==> config.mk <==
export PLATFORM = sky130hd
export DESIGN_NAME = conv_fp_accum_ctrl
export DESIGN_NICKNAME = d
export VERILOG_FILES = /design/src/rtl/conv_fp_accum_ctrl.sv
export SDC_FILE = /design/constraint.sdc
export NUM_CORES = 1
export LEC_CHECK = 0
export BUFFER_PORTS_ARGS = -buffer_cell sky130_fd_sc_hd__buf_2
export CAP_MARGIN = 15
export CELL_PAD_IN_SITES_DETAIL_PLACEMENT = 1
export CELL_PAD_IN_SITES_GLOBAL_PLACEMENT = 1
export CORE_MARGIN = 3
export CORE_UTILIZATION = 32
export CTS_BUF_LIST = sky130_fd_sc_hd__clkbuf_4 sky130_fd_sc_hd__clkbuf_8
export DETAILED_ROUTE_END_ITERATION = 8
export PLACE_DENSITY_LB_ADDON = 0.1
export SYNTH_ARGS = -nofsm -noshare
export SYNTH_HDL_FRONTEND = slang
export SYNTH_SLANG_ARGS = --single-unit
==> constraint.sdc <==
create_clock -name CLK -period 4.2 [get_ports CLK]
set_input_delay 0 -clock CLK [delete_from_list [all_inputs] [get_ports CLK]]
set_output_delay 0 -clock CLK [all_outputs]
set_load 0.1 [all_outputs]
==> src/rtl/conv_fp_accum_ctrl.sv <==
// Reduces N_TAPS FP32 products into one pixel by driving a shared external
// combinational FP32 adder, then presents the pixel on a valid/ready output.
// Ports: CLK/RST (sync, active-high), flush.
// Ports: in_valid/in_ready/in_data (product beats).
// Ports: add_op_a/add_op_b/add_op/add_result (adder interface).
// Ports: out_valid/out_ready/out_data (pixel), tap_cnt, pix_cnt (status).
// Option: define CONV_ACCUM_ZERO_SKIP_EN to make beats whose exponent field
// is zero count as taps without touching the accumulator.
module conv_fp_accum_ctrl #(
  parameter int N_TAPS = 9,
  parameter int CNT_W  = 4,
  parameter int PIX_W  = 16
) (
  input  logic             CLK,
  input  logic             RST,
  input  logic             flush,
  input  logic             in_valid,
  output logic             in_ready,
  input  logic [31:0]      in_data,
  output logic [31:0]      add_op_a,
  output logic [31:0]      add_op_b,
  output logic             add_op,
  input  logic [31:0]      add_result,
  output logic             out_valid,
  input  logic             out_ready,
  output logic [31:0]      out_data,
  output logic [CNT_W-1:0] tap_cnt,
  output logic [PIX_W-1:0] pix_cnt
);

  typedef enum logic {
    ACC = 1'b0,
    OUT = 1'b1
  } state_t;

  localparam logic [CNT_W-1:0] LAST_TAP = CNT_W'(N_TAPS - 1);

  state_t           state;
  state_t           state_n;
  logic [31:0]      acc;
  logic [31:0]      acc_n;
  logic             have_acc;
  logic             have_acc_n;
  logic [CNT_W-1:0] tap_n;
  logic [PIX_W-1:0] pix_n;
  logic             skip;

`ifdef CONV_ACCUM_ZERO_SKIP_EN
  // Zero/denormal products contribute nothing; keep them off the adder.
  assign skip = (in_data[30:23] == 8'd0);
`else
  assign skip = 1'b0;
`endif

  assign add_op_a = acc;
  assign add_op_b = in_data;
  assign add_op   = 1'b0;

  always_ff @(posedge CLK) begin
    if (RST) begin
      state    <= ACC;
      acc      <= 32'h0;
      have_acc <= 1'b0;
      tap_cnt  <= '0;
      pix_cnt  <= '0;
    end else begin
      state    <= state_n;
      acc      <= acc_n;
      have_acc <= have_acc_n;
      tap_cnt  <= tap_n;
      pix_cnt  <= pix_n;
    end
  end

  always_comb begin
    state_n    = state;
    acc_n      = acc;
    have_acc_n = have_acc;
    tap_n      = tap_cnt;
    pix_n      = pix_cnt;
    in_ready   = (state == ACC);
    out_valid  = (state == OUT);
    out_data   = 32'h0;
    if (state == OUT && have_acc) begin
      out_data = acc;
    end

    if (flush) begin
      state_n    = ACC;
      acc_n      = 32'h0;
      have_acc_n = 1'b0;
      tap_n      = '0;
    end else if (state == ACC) begin
      if (in_valid) begin
        tap_n = tap_cnt + 1'b1;
        if (!skip) begin
          // First operand bypasses the adder so it never sees a +0 operand.
          acc_n      = have_acc ? add_result : in_data;
          have_acc_n = 1'b1;
        end
        if (tap_cnt == LAST_TAP) begin
          tap_n   = '0;
          state_n = OUT;
        end
      end
    end else begin
      if (out_ready) begin
        state_n    = ACC;
        acc_n      = 32'h0;
        have_acc_n = 1'b0;
        pix_n      = pix_cnt + 1'b1;
      end
    end
  end

endmodule

* Word-level counts from Yosys, hierarchy flattened
Cells that the tools add are included.
Cells by class: reductions and logical operators 6, bitwise operators 2, equality and inequality tests 2, add/subtract/negate cells 2, multiplexer cells 13
Operators by type and width (count):
- 32-bit two-way mux | 5
- 16-bit by 1-bit adder with 16-bit output, second input constant | 1
- 1-bit two-way mux | 7
- 4-bit by 1-bit adder with 4-bit output, second input constant | 1
- 4-bit == test, second input constant | 1
- 4-bit two-way mux | 1
- 2-bit AND reduction | 2
- 3-bit AND reduction | 1
- 2-bit inequality test, second input constant | 1
- 1-bit inverter | 2
- 2-bit nonzero test | 1
- 2-bit OR reduction | 1
- 1-bit logical AND | 1
Word-level totals: logic and storage cells 30, input bits 69, bits in registers 54, output and inout bits 119

* Depth between registers and ports, before layout
depth in word-level cells 4, gate-level depth with buffers 6, depth with buffers taken out 6

* Worst setup path before layout
No wires, ideal clock.
path type reg-to-output, from reg state, in the netlist out_valid, to out out_data[22], cell stages (with the launch flop) 4, path slack 1833 ps, required time 4200 ps, buffers on the path 2, arrival 2367 ps, cell sequence dfxtp_1 -> clkbuf_1 -> clkbuf_1 -> and3_1
Between the ends: longest elaborated chain between the ends 2
RTL lines:
- start: declaration | RTL line 38 | state_t state;
- start signal: assignment | RTL line 67 | state <= state_n;
- 1-bit logical AND | RTL line 84 | if (state == OUT && have_acc) begin
- 32-bit two-way mux | RTL line 84
- end: declaration | RTL line 26 | output logic [31:0] out_data,
Every way passes these cells.

* Final worst setup path
from reg state, in the netlist out_valid, to reg acc[9], in the netlist add_op_a[9]
Between the ends: longest elaborated chain between the ends 2
RTL lines:
- 2-bit inequality test (no source line) / 2-bit nonzero test (equally long branches)
- 2-bit AND reduction (no source line)
- end signal: assignment | RTL line 68 | acc <= acc_n;
- end: declaration | RTL line 40 | logic [31:0] acc;
Several ways; a longest one is shown, not always the timed one. A chain may end at the register's enable or synchronous reset.

==> flow_metrics.tcl <==
set metrics [dict create \
    status "finished clean" \
    start_util_pct 33.5 \
    crit_path_start_kind "flip-flop" \
    synth-edff-count 0 \
    p_per_area_nw_per_um2 321 \
    hp-class "input pin to flip-flop" \
    path_class "flip-flop to flip-flop" \
    p_int_w 0.000771 \
    use_met2_pct 29.9 \
    finalMaxSlewViolations 0 \
    cts.sinks 54 \
    critical_path.startpoint "out_valid" \
    io_buffers 186 \
    setup_violations 0 \
    max_slew_margin_pct 38.0 \
    comb_power_share_pct 28.0 \
    syn_avg_cell_area_um2 7.98 \
    ant_nets 0 \
    swShare_pct 37.4 \
    core_area_um2 8850 \
    via_per_inst 4.91 \
    antenna_found_initial 0 \
    reg2reg_slack_ns 1.73 \
    htreeDepth 2 \
    cts-root-buf "clkbuf_8" \
    gp_congestion 0.749 \
    grtUsageTotal_pct 17.6 \
    rows 34 \
    grt_pass1_wl_um 15000 \
    area_delta_synth_final_pct 29.4 \
    drt-initial-drc-count 93 \
    syn-num-nets 443 \
    nFillCells 1161 \
    clkTransAtPathRegs_ns 0.10 \
    power_frac_seq_pct 43.8 \
    wl_per_cell_um 15.1 \
    first_pass_iters 4 \
    yosys_most_used_dff "dfxtp_1" \
    crit_required_ns 4.45 \
    top_usage_layer "met2" \
    grt_pass1_vias 3099 \
    hold_viol_final 0 \
    yosysSeqAreaShare_pct 36.5 \
    synth_top_area_share_pct 36.5 \
    power_leakage_nw 1.99 \
    clkLatencyLatePin_ns 0.31 \
    tightestPinTransition_ns 0.930 \
    grt_use_met3_pct 3.34 \
    dieWidth_um 102 \
    rr_startpoint "out_valid" \
    yosys-top-cells-area "dfxtp_1 (37%), mux2i_1 (11%), nor2_1 (10%), buf_4 (8.6%), and3_1 (7.0%)" \
    worst_ep_arrival_time_ns 2.72 \
    drc 0 \
    layout_setup_ws_ns 1.73 \
    grt_max_degree 44 \
    ir_drop_uv 130 \
    die_area_um2 10400 \
    tns_ns 0 \
    yosys-top-cells-count "nor2_1 (79), dfxtp_1 (54), a21oi_1 (41)" \
    yosys_warnings 0 \
    fmax_mhz 404 \
    crit_fanout 27 \
    final.period_utilization_pct 58.9 \
    cp-end-kind "flip-flop" \
    synthDistinctLibCells 38 \
    met1_usage_pct 23.1 \
    p_clk_share_pct 28.1 \
    post-route-min-period_ns 2.47 \
    syn_area_um2 2960 \
    rsz0062_at_grt "no" \
    postSynthCellCount 371 \
    ys_seq_elements 54 \
    wl_um 9370 \
    die-height_um 102 \
    cts_buffers 5 \
    cts_resized 0 \
    ys_async_sr_fraction_pct 0 \
    endpoint "add_op_a[9]" \
    skew_ns 0.0152 \
    place_hpwl_um 7130 \
    grt_overflow 0 \
    cts_tree "yes" \
    synth_area_leader_cell "dfxtp_1" \
    diodes 0 \
    timing.hold.ws_ns 0.0545 \
    layout-drive-gt1-share_pct 40.7 \
    pre_cts_ws_ns 1.73 \
    yosys.cell_count.top_type "nor2_1" \
    switchingPower_w 0.000460 \
    maxCapViolCount 0 \
    clockBufferDepth 2 \
    r2r_cells 6 \
    ioPinCount 188 \
    fin_nets 583 \
    dr_total_vias 3040 \
    worstReg2RegEnd "add_op_a[9]" \
]
[kinds of logic after synthesis]
logic type / count (synthesis) / synth area share [%]
compound gates: 48 / 8.41
buf+inv: 61 / 12.1
flops: 54 / 36.5
other cells: 1 / 0.127
fa+ha+maj: 3 / 1.27
simple gates: 160 / 27.0
xor+xnor: 10 / 2.96
mux: 34 / 11.6
[worst max-delay path, stage by stage (launching register included)]
cell and delay [ns]:
dfxtp_1 0.90, buf_4 0.33, nor2b_1 0.14, a21oi_2 0.49, buf_4 0.35, a21oi_1 0.10
nor2_1 0.09
[layer usage]
layer / share of wire (%) / vias up
li1: - / 1500
met1: 45 / 1430
met2: 48 / 105
met3: 6.3 / 5
met4: 0.65 / 0
met5: 0 / -
[sequential cells by signal (all words and copies together) (netlist names)]
name	flops
pix_cnt	16
out_valid	1
tap_cnt	4
have_acc	1
add_op_a	32
[placed cells by master, fill, tap and decap left out, types with 2 or more instances in the layout]
master / n
nand2_1: 12
ha_1: 3
a21oi_1: 40
mux2_2: 2
nand4_1: 4
nand4b_1: 2
or3_1: 2
xnor2_1: 5
clkbuf_8: 5
nor4_1: 4
xor2_1: 5
buf_2: 186
buf_4: 4
and3_1: 33
nor2_1: 79
nand3_1: 7
o21ai_0: 4
mux2i_1: 32
dfxtp_1: 53
nor3_1: 3
inv_1: 3
nor2b_1: 3
[final cells by class]
type / instances / area, um^2 / share of cell area, %
flip-flops and latches: 54 / 1080 / 28.2
clock inverters: 2 / 38.8 / 1.01
multi-input cells: 256 / 1530 / 39.8
well taps: 108 / 135 / 3.53
repair buffers: 191 / 971 / 25.3
inverters: 3 / 11.3 / 0.294
clock buffers: 5 / 68.8 / 1.80
[power groups by stage]
stage | Sequential [W] | Clock [W] | Combinational, W
final | 0.000539 | 0.000346 | 0.000345
after global routing | 0.000542 | 0.000379 | 0.000365
after CTS | 0.000540 | 0.000360 | 0.000348
after detailed placement | 0.000551 | 0 | 0.000347
after global placement | 0.000551 | 0 | 0.000344
after floorplan | 0.000623 | 0 | 0.000218
[metrics by stage]
| step | std cells | utilization, % | total power [W] | cell area (um^2) |
|---|---|---|---|---|
| floorplan | 371 | - | 0.000841 | 2960 |
| global placement | 611 | 42.0 | 0.000895 | 3710 |
| detailed placement | 611 | 42.0 | 0.000898 | 3710 |
| CTS | 619 | 43.3 | 0.00125 | 3830 |
| global route | 619 | 43.3 | 0.00129 | 3830 |
| finish | 619 | 43.3 | 0.00123 | 3830 |
[how the worst min path moves through the flow]
stage	start	cells past startpoint	slack, ns	to
after CTS	add_result[6]	5	0.05	add_op_a[6]
after detailed placement	out_ready	2	0.30	have_acc
after global placement	out_ready	2	0.30	have_acc
final	add_result[30]	5	0.05	add_op_a[30]
after global routing	add_result[31]	5	0.09	add_op_a[31]
after floorplan	out_ready	1	0.1	have_acc
[timing repair]
action	CTS	global route
hold buffers	1	0
endpoints found under the hold margin	1	0
buffers inserted	0	0
Power figures use the tool's default switching activity.
